`config.mk`:
```
export PLATFORM = sky130hd
export DESIGN_NAME = pc_fetch_controller_flat
export DESIGN_NICKNAME = d
export VERILOG_FILES = /design/src/rtl/pc_fetch_controller_pkg.sv /design/src/rtl/pc_fetch_controller_if.sv /design/src/rtl/pc_fetch_controller_next_calc.sv /design/src/rtl/pc_fetch_controller.sv /design/src/flat_wrapper.sv
export SDC_FILE = /design/constraint.sdc
export NUM_CORES = 1
export LEC_CHECK = 0
export ABC_AREA = 0
export CORE_MARGIN = 4
export CORE_UTILIZATION = 40
export CTS_BUF_LIST = sky130_fd_sc_hd__clkbuf_4 sky130_fd_sc_hd__clkbuf_8 sky130_fd_sc_hd__clkbuf_16
export CTS_CLUSTER_DIAMETER = 100
export DETAILED_ROUTE_END_ITERATION = 7
export GPL_TIMING_DRIVEN = 0
export HOLD_SLACK_MARGIN = 0.15
export MAX_ROUTING_LAYER = met4
export PLACE_DENSITY = 0.75
export SYNTH_ARGS = -nofsm -noshare
export SYNTH_HDL_FRONTEND = slang
export SYNTH_HIERARCHICAL = 1
export SYNTH_SLANG_ARGS = --single-unit
```
`constraint.sdc`:
```
create_clock -name clk -period 7.8 [get_ports clk]
set_clock_uncertainty 0.15 [all_clocks]
set_input_delay 1.17 -clock clk [delete_from_list [all_inputs] [get_ports clk]]
set_output_delay 1.17 -clock clk [all_outputs]
set_load 0.01 [all_outputs]
```
`src/rtl/pc_fetch_controller_pkg.sv`:
```
// pc_ctrl_pkg: shared types and default widths for the PC fetch controller.
//   pc_state_e : controller state encoding (IDLE/RUN/WAIT/HALT), also the
//                value presented on the top-level state output.
//   pc_sel_e   : next-PC source select driven by the controller into
//                pc_next_calc.
// Optional feature macro: PC_CTRL_LINK_EN (adds the SEL_RET source usage).
package pc_ctrl_pkg;

    localparam int PC_W_DEF  = 4;
    localparam int OFF_W_DEF = 4;

    typedef enum logic [1:0] {
        IDLE = 2'd0,
        RUN  = 2'd1,
        WAIT = 2'd2,
        HALT = 2'd3
    } pc_state_e;

    typedef enum logic [2:0] {
        SEL_HOLD   = 3'd0,
        SEL_INC    = 3'd1,
        SEL_BRANCH = 3'd2,
        SEL_JUMP   = 3'd3,
        SEL_RET    = 3'd4
    } pc_sel_e;

endpackage

```
`src/rtl/pc_fetch_controller_if.sv`:
```
// pc_fetch_if: fetch handshake between the PC controller and instruction memory.
//   fetch_valid : controller offers pc to imem
//   fetch_ready : imem accepts the offered pc this cycle
//   pc          : current program counter
// Modports: master (controller side), slave (imem side).
interface pc_fetch_if #(
    parameter int PC_W = 4
);
    logic            fetch_valid;
    logic            fetch_ready;
    logic [PC_W-1:0] pc;

    modport master (output fetch_valid, output pc, input fetch_ready);
    modport slave  (input fetch_valid, input pc, output fetch_ready);
endinterface

```
`src/rtl/pc_fetch_controller_next_calc.sv`:
```
// pc_next_calc: combinational next-PC selection.
//   pc_i        : current PC
//   sel_i       : next-PC source (pc_sel_e)
//   offset_i    : signed branch offset, sign-extended to PC_W
//   target_i    : absolute jump/call target
//   link_i      : return address (only with PC_CTRL_LINK_EN)
//   next_pc_o   : selected next PC, modulo 2**PC_W
//   wrap_next_o : increment is rolling over from all-ones to zero
module pc_next_calc
    import pc_ctrl_pkg::*;
#(
    parameter int PC_W  = PC_W_DEF,
    parameter int OFF_W = OFF_W_DEF
) (
    input  logic [PC_W-1:0]  pc_i,
    input  pc_sel_e          sel_i,
    input  logic [OFF_W-1:0] offset_i,
    input  logic [PC_W-1:0]  target_i,
`ifdef PC_CTRL_LINK_EN
    input  logic [PC_W-1:0]  link_i,
`endif
    output logic [PC_W-1:0]  next_pc_o,
    output logic             wrap_next_o
);

    logic [PC_W-1:0] off_ext;

    assign off_ext = PC_W'($signed(offset_i));

    always_comb begin
        next_pc_o   = pc_i;
        wrap_next_o = 1'b0;
        case (sel_i)
            SEL_INC: begin
                next_pc_o   = pc_i + PC_W'(1);
                wrap_next_o = &pc_i;
            end
            // Branch overflow is deliberately silent; only +1 reports wrap.
            SEL_BRANCH: next_pc_o = pc_i + off_ext;
            SEL_JUMP:   next_pc_o = target_i;
`ifdef PC_CTRL_LINK_EN
            SEL_RET:    next_pc_o = link_i;
`endif
            default:    next_pc_o = pc_i;
        endcase
    end

endmodule

```
`src/rtl/pc_fetch_controller.sv`:
```
// pc_fetch_controller: program counter sequencer for the fetch stage.
//   clk, reset_n       : clock, async active-low reset
//   start              : leave IDLE
//   stall              : pause fetch (RUN -> WAIT)
//   halt_req           : stop until reset
//   jump/jump_target   : absolute next PC on handshake
//   branch_taken/_offset: relative next PC on handshake
//   fetch (master)     : fetch_valid/fetch_ready/pc handshake to imem
//   wrap               : one-cycle pulse when +1 rolls all-ones -> 0
//   halted, state      : status
// Optional macro PC_CTRL_LINK_EN adds call/ret inputs and the link output.
//
// state | meaning
// ------+-------------------------------------------
// IDLE  | after reset, waiting for start
// RUN   | pc offered to imem, advances on handshake
// WAIT  | stalled, fetch_valid low, pc held
// HALT  | stopped, only reset_n leaves
module pc_fetch_controller
    import pc_ctrl_pkg::*;
#(
    parameter int              PC_W     = PC_W_DEF,
    parameter int              OFF_W    = OFF_W_DEF,
    parameter logic [PC_W-1:0] RESET_PC = '0
) (
    input  logic             clk,
    input  logic             reset_n,
    input  logic             start,
    input  logic             stall,
    input  logic             halt_req,
    input  logic             jump,
    input  logic [PC_W-1:0]  jump_target,
    input  logic             branch_taken,
    input  logic [OFF_W-1:0] branch_offset,
`ifdef PC_CTRL_LINK_EN
    input  logic             call,
    input  logic             ret,
    output logic [PC_W-1:0]  link,
`endif
    pc_fetch_if.master       fetch,
    output logic             wrap,
    output logic             halted,
    output logic [1:0]       state
);

    localparam logic [1:0] S_IDLE = IDLE;
    localparam logic [1:0] S_RUN  = RUN;
    localparam logic [1:0] S_WAIT = WAIT;
    localparam logic [1:0] S_HALT = HALT;

    logic [1:0]      state_q, state_d;
    logic [PC_W-1:0] pc_q, pc_d;
    logic            wrap_q, wrap_d;
    logic            hs;
    logic            take;
    pc_sel_e         sel;

    assign hs   = (state_q == S_RUN) && fetch.fetch_ready;
    // A halt request in the handshake cycle suppresses the PC update.
    assign take = hs && !halt_req;

`ifdef PC_CTRL_LINK_EN
    logic [PC_W-1:0] link_q, link_d;

    assign link_d = (take && !ret && call) ? (pc_q + PC_W'(1)) : link_q;
    assign link   = link_q;
`endif

    always_comb begin
        sel = SEL_HOLD;
        if (take) begin
`ifdef PC_CTRL_LINK_EN
            if (ret)               sel = SEL_RET;
            else if (call)         sel = SEL_JUMP;
            else
`endif
            if (jump)              sel = SEL_JUMP;
            else if (branch_taken) sel = SEL_BRANCH;
            else                   sel = SEL_INC;
        end
    end

    pc_next_calc #(
        .PC_W  (PC_W),
        .OFF_W (OFF_W)
    ) u_next_calc (
        .pc_i        (pc_q),
        .sel_i       (sel),
        .offset_i    (branch_offset),
        .target_i    (jump_target),
`ifdef PC_CTRL_LINK_EN
        .link_i      (link_q),
`endif
        .next_pc_o   (pc_d),
        .wrap_next_o (wrap_d)
    );

    always_comb begin
        state_d = state_q;
        case (state_q)
            S_IDLE: begin
                if (halt_req)   state_d = S_HALT;
                else if (start) state_d = S_RUN;
            end
            S_RUN: begin
                if (halt_req)   state_d = S_HALT;
                else if (stall) state_d = S_WAIT;
            end
            S_WAIT: begin
                if (halt_req)    state_d = S_HALT;
                else if (!stall) state_d = S_RUN;
            end
            default: state_d = S_HALT;
        endcase
    end

    always_ff @(posedge clk or negedge reset_n) begin
        if (!reset_n) begin
            state_q <= S_IDLE;
            pc_q    <= RESET_PC;
            wrap_q  <= 1'b0;
        end else begin
            state_q <= state_d;
            pc_q    <= pc_d;
            wrap_q  <= wrap_d;
        end
    end

`ifdef PC_CTRL_LINK_EN
    always_ff @(posedge clk or negedge reset_n) begin
        if (!reset_n) link_q <= '0;
        else          link_q <= link_d;
    end
`endif

    assign fetch.fetch_valid = (state_q == S_RUN);
    assign fetch.pc          = pc_q;
    assign wrap              = wrap_q;
    assign halted            = (state_q == S_HALT);
    assign state             = state_q;

endmodule

```
`src/flat_wrapper.sv`:
```
// flat-port wrapper written by rule: the top's interface ports become plain ports
module pc_fetch_controller_flat import pc_ctrl_pkg::*;
#(
    parameter int              PC_W     = PC_W_DEF,
    parameter int              OFF_W    = OFF_W_DEF,
    parameter logic [PC_W-1:0] RESET_PC = '0
)
  (clk, reset_n, start, stall, halt_req, jump, jump_target, branch_taken, branch_offset, wrap, halted, state, fetch_fetch_valid, fetch_pc, fetch_fetch_ready);
  pc_fetch_if #(.PC_W(PC_W)) fetch_i ();
  input  logic clk;
  input  logic reset_n;
  input  logic start;
  input  logic stall;
  input  logic halt_req;
  input  logic jump;
  input  logic [PC_W-1:0] jump_target;
  input  logic branch_taken;
  input  logic [OFF_W-1:0] branch_offset;
  output logic wrap;
  output logic halted;
  output logic [1:0] state;
  output wire logic [$bits(fetch_i.fetch_valid)-1:0] fetch_fetch_valid;
  output wire logic [$bits(fetch_i.pc)-1:0] fetch_pc;
  input wire logic [$bits(fetch_i.fetch_ready)-1:0] fetch_fetch_ready;
  assign fetch_fetch_valid = fetch_i.fetch_valid;
  assign fetch_pc = fetch_i.pc;
  assign fetch_i.fetch_ready = fetch_fetch_ready;
  pc_fetch_controller #(.PC_W(PC_W), .OFF_W(OFF_W), .RESET_PC(RESET_PC)) u_core (.clk(clk), .reset_n(reset_n), .start(start), .stall(stall), .halt_req(halt_req), .jump(jump), .jump_target(jump_target), .branch_taken(branch_taken), .branch_offset(branch_offset), .fetch(fetch_i), .wrap(wrap), .halted(halted), .state(state));
endmodule
```
==> qor.log <==
INFO  worst_setup_path timing.critical_path.from_type=primary input
INFO  finish         antenna_cells=0
INFO  sta            postLayoutSetupSlackWorst=3.95ns
INFO  sta            hold_violations=0
INFO  clocking       postCtsResizedCells=0
INFO  synth          synth.lib_cells_used.distinct=33
INFO  finish         finalCoreUtilization=67.2%
INFO  clocking       worstSkewPairLatency=0.25ns
INFO  place          port_buffers=24
INFO  clocking       clock-root-buffer=sky130_fd_sc_hd__clkbuf_4
INFO  clocking       clk_pin_slew=0.05ns
INFO  global_route   grt_max_degree=11
INFO  worst_setup_path cpMaxStageDelayCell=sky130_fd_sc_hd__clkdlybuf4s50_1
INFO  synth          post_synth_inst_count=62
INFO  job            cap_viol_max_count=0
INFO  worst_setup_path critPathArrivalTime=3.83ns
INFO  floorplanning  die_width=46.0um
INFO  power_and_ir_drop power.density_cell_area=101mW/mm^2
INFO  min_path       worstHoldPathType=reg2reg
INFO  synth          yosys.cell_count.top_type=sky130_fd_sc_hd__dfrtp_1
INFO  place          gp_congestion=0.770
INFO  route          ant_nets=0
INFO  worst_setup_path critical_path.n_buffers_inverters=2
INFO  power_and_ir_drop vdd_ir_drop_max=0.0000853V
INFO  min_path       worst_hold_path.num_cells=2
INFO  outcome        run_status=finished clean
INFO  worst_setup_path critical_path.max_stage_delay=0.45ns
INFO  floorplanning  initial_core_util=43.2%
INFO  route          routed_wl=1200um
INFO  route          dr.pass1.iters=4
INFO  finish         num-fill-cells=118
INFO  floorplanning  floorplan.die.height=46.0um
INFO  worst_setup_path critical_path_depth=12
INFO  clocking       clkSinkCount=7
INFO  worst_setup_path cell_type_group_with_the_largest_total_delay_on_the_critical_path=simple AND/OR/NAND/NOR gates
INFO  floorplanning  row_count=13
INFO  sta            tns=0ns
INFO  synth          yosys_warnings=6
INFO  synth          post-synth-top-area-cell=sky130_fd_sc_hd__dfrtp_1
INFO  floorplanning  dieArea=0.00211mm^2
INFO  worst_setup_path cp_cell_sequence=clkdlybuf4s50_1, nand4bb_1, nor2_1, buf_2, nand2b_1, or3_1, ha_1, fa_1, xor2_1, nor3b_1, a21oi_1, o22a_1
INFO  floorplanning  core_area=0.00133mm^2
INFO  global_route   grt_first_pass_wirelength=2020um
INFO  clocking       tritoncts_clock_tree=yes
INFO  finish         final_layout_size_suffix_gt1_share=8.16%
INFO  finish         area_grow_syn2layout=55.3%
INFO  worst_setup_path required_time_at_the_worst_slack_endpoint=7.78ns
INFO  clocking       cts_buffers=3
INFO  global_route   overflow=0
INFO  clocking       post_cts_buffers=0
INFO  sta            setup_repair_after_global_routing_missed_its_margin=false
INFO  synth          synthFlopType=sky130_fd_sc_hd__dfrtp_1
INFO  sta            timing.final.crit_share=49.3%
INFO  synth          ys_top_cells_by_area=sky130_fd_sc_hd__dfrtp_1 (30%), sky130_fd_sc_hd__ha_1 (6.5%), sky130_fd_sc_hd__a21oi_1 (4.3%)
INFO  finish         combined_area_of_the_multi_input_logic_cells=404um^2
INFO  sta            final_slew_violations=0
INFO  route          route.vias.total=556
INFO  finish         layout.nets=119
INFO  place          placedInstanceArea=866um^2
INFO  route          wl_per_cell=10.6um
INFO  floorplanning  io_pins=25
INFO  global_route   gr-usage-all-layers=14.0%
INFO  global_route   grt_pass1_vias=526
INFO  synth          average_cell_area_after_synthesis=9.30um^2
INFO  global_route   antenna_found_initial=0
INFO  clocking       ctsHoldBuffers=0
INFO  power_and_ir_drop p_leak=0.411nW
INFO  sta            max_freq=260MHz
INFO  synth          synthArstFlopShare=100%
INFO  worst_setup_path setup.worst_path.end_class=register
INFO  synth          netlist_top_cells_count=sky130_fd_sc_hd__dfrtp_1 (7), sky130_fd_sc_hd__a21oi_1 (5), sky130_fd_sc_hd__nor2_1 (5)
INFO  route          vias_per_cell=4.92
INFO  finish         design_area=896um^2
INFO  place          place_worst_setup_slack=3.68ns
INFO  route          dr.first_iter.drc_count=7
INFO  synth          synth_top_area_share=30.4%
INFO  sta            min_period=3.85ns
INFO  finish         sequential_cell_area=175um^2
INFO  sta            finalHoldWorstSlack=0.419ns
INFO  clocking       ctsLongestPathBuffers=2
INFO  synth          ys_ff_latch=7
INFO  place          detailedPlacementHpwl=1030um
INFO  worst_setup_path critical_path_peak_fanout=10
INFO  synth          synthesis.area=577um^2
INFO  worst_setup_path rr_worst_depth=11
INFO  sta            setup_viol=0
INFO  clocking       htree_num_levels=1
INFO  synth          synth_edf_count=0
INFO  worst_setup_path path_class=in2reg
INFO  route          post-route-drc-count=0
INFO  synth          synth.yosys.seq_area_share=30.4%
layout make-up:
type | count | area share (%)
sequential | 7 | 19.6
clock buffer | 4 | 3.35
buffer | 2 | 1.82
multi-input combinational | 58 | 45.1
timing repair buffer | 24 | 26.8
tap | 15 | 2.09
inverter | 3 | 1.26
through the flow:
stage	instances	power (mW)
3_5_place_dp	109	0.0558
4_1_cts	113	0.0925
5_1_grt	113	0.0961
3_3_place_gp	109	0.0555
2_1_floorplan	70	0.0443
6_report	113	0.0907
routing by layer:
| layer | up-vias | wire (um) | GRT usage [%] |
|---|---|---|---|
| li1 | 287 | - | - |
| met1 | 246 | 514 | 14.8 |
| met2 | 19 | 547 | 22.5 |
| met3 | 4 | 111 | 5.14 |
| met4 | 0 | 26 | 6.82 |
| met5 | - | 0 | - |
report_power, final:
part	total (mW)	internal (mW)	switching [mW]
registers	0.0387	0.0374	0.00130
logic	0.0163	0.0111	0.00520
clock network	0.0356	0.0229	0.0127
sequential cells by signal, summed over array words and instances, names as in the netlist:
register         count
u_core/state         2
u_core/fetch.pc      4
u_core/wrap          1
placed cells by master, fill, tap and decap left out, types with 2 or more instances in the layout:
cell,n
sky130_fd_sc_hd__clkbuf_4,4
sky130_fd_sc_hd__and2_1,3
sky130_fd_sc_hd__a31oi_1,3
sky130_fd_sc_hd__nand2_1,3
sky130_fd_sc_hd__ha_1,3
sky130_fd_sc_hd__dfrtp_1,7
sky130_fd_sc_hd__nand2b_1,3
sky130_fd_sc_hd__xnor2_1,2
sky130_fd_sc_hd__o21ai_0,2
sky130_fd_sc_hd__conb_1,9
sky130_fd_sc_hd__inv_1,3
sky130_fd_sc_hd__o21bai_1,2
sky130_fd_sc_hd__nor2_1,5
sky130_fd_sc_hd__a21oi_1,5
sky130_fd_sc_hd__clkdlybuf4s50_1,24
kinds of logic (layout without fill, tap and decap cells):
| kind of cell | count (synthesis) | count (layout) | synth area share, % |
|---|---|---|---|
| simple gates | 23 | 23 | 27.1 |
| compound gates | 17 | 17 | 18.9 |
| flops | 7 | 7 | 30.4 |
| buf+inv | 5 | 33 | 4.77 |
| fa+ha+maj | 4 | 4 | 9.98 |
| xor+xnor | 3 | 3 | 4.56 |
| mux | 2 | 2 | 3.69 |
| other cells | 1 | 9 | 0.650 |
tightest hold or removal path, stage by stage (launching register included):
cell                      delay (ns)
sky130_fd_sc_hd__dfrtp_1        0.40
sky130_fd_sc_hd__nand2_1        0.06
sky130_fd_sc_hd__o21ai_0        0.06
worst paths after layout:
path                       slack (ns)            endpoint          startpoint
max in group asynchronous        6.25  u_core/fetch.pc[2]             reset_n
hold / removal                   0.42  u_core/fetch.pc[0]  u_core/fetch.pc[0]
hold reg to reg                  0.42  u_core/fetch.pc[0]  u_core/fetch.pc[0]
setup / recovery                 3.95  u_core/fetch.pc[2]            halt_req
min in group asynchronous        1.02  u_core/fetch.pc[0]             reset_n
setup reg to reg                 4.86  u_core/fetch.pc[2]     u_core/state[1]
Note: power is estimated with default switching activity, not from simulation.
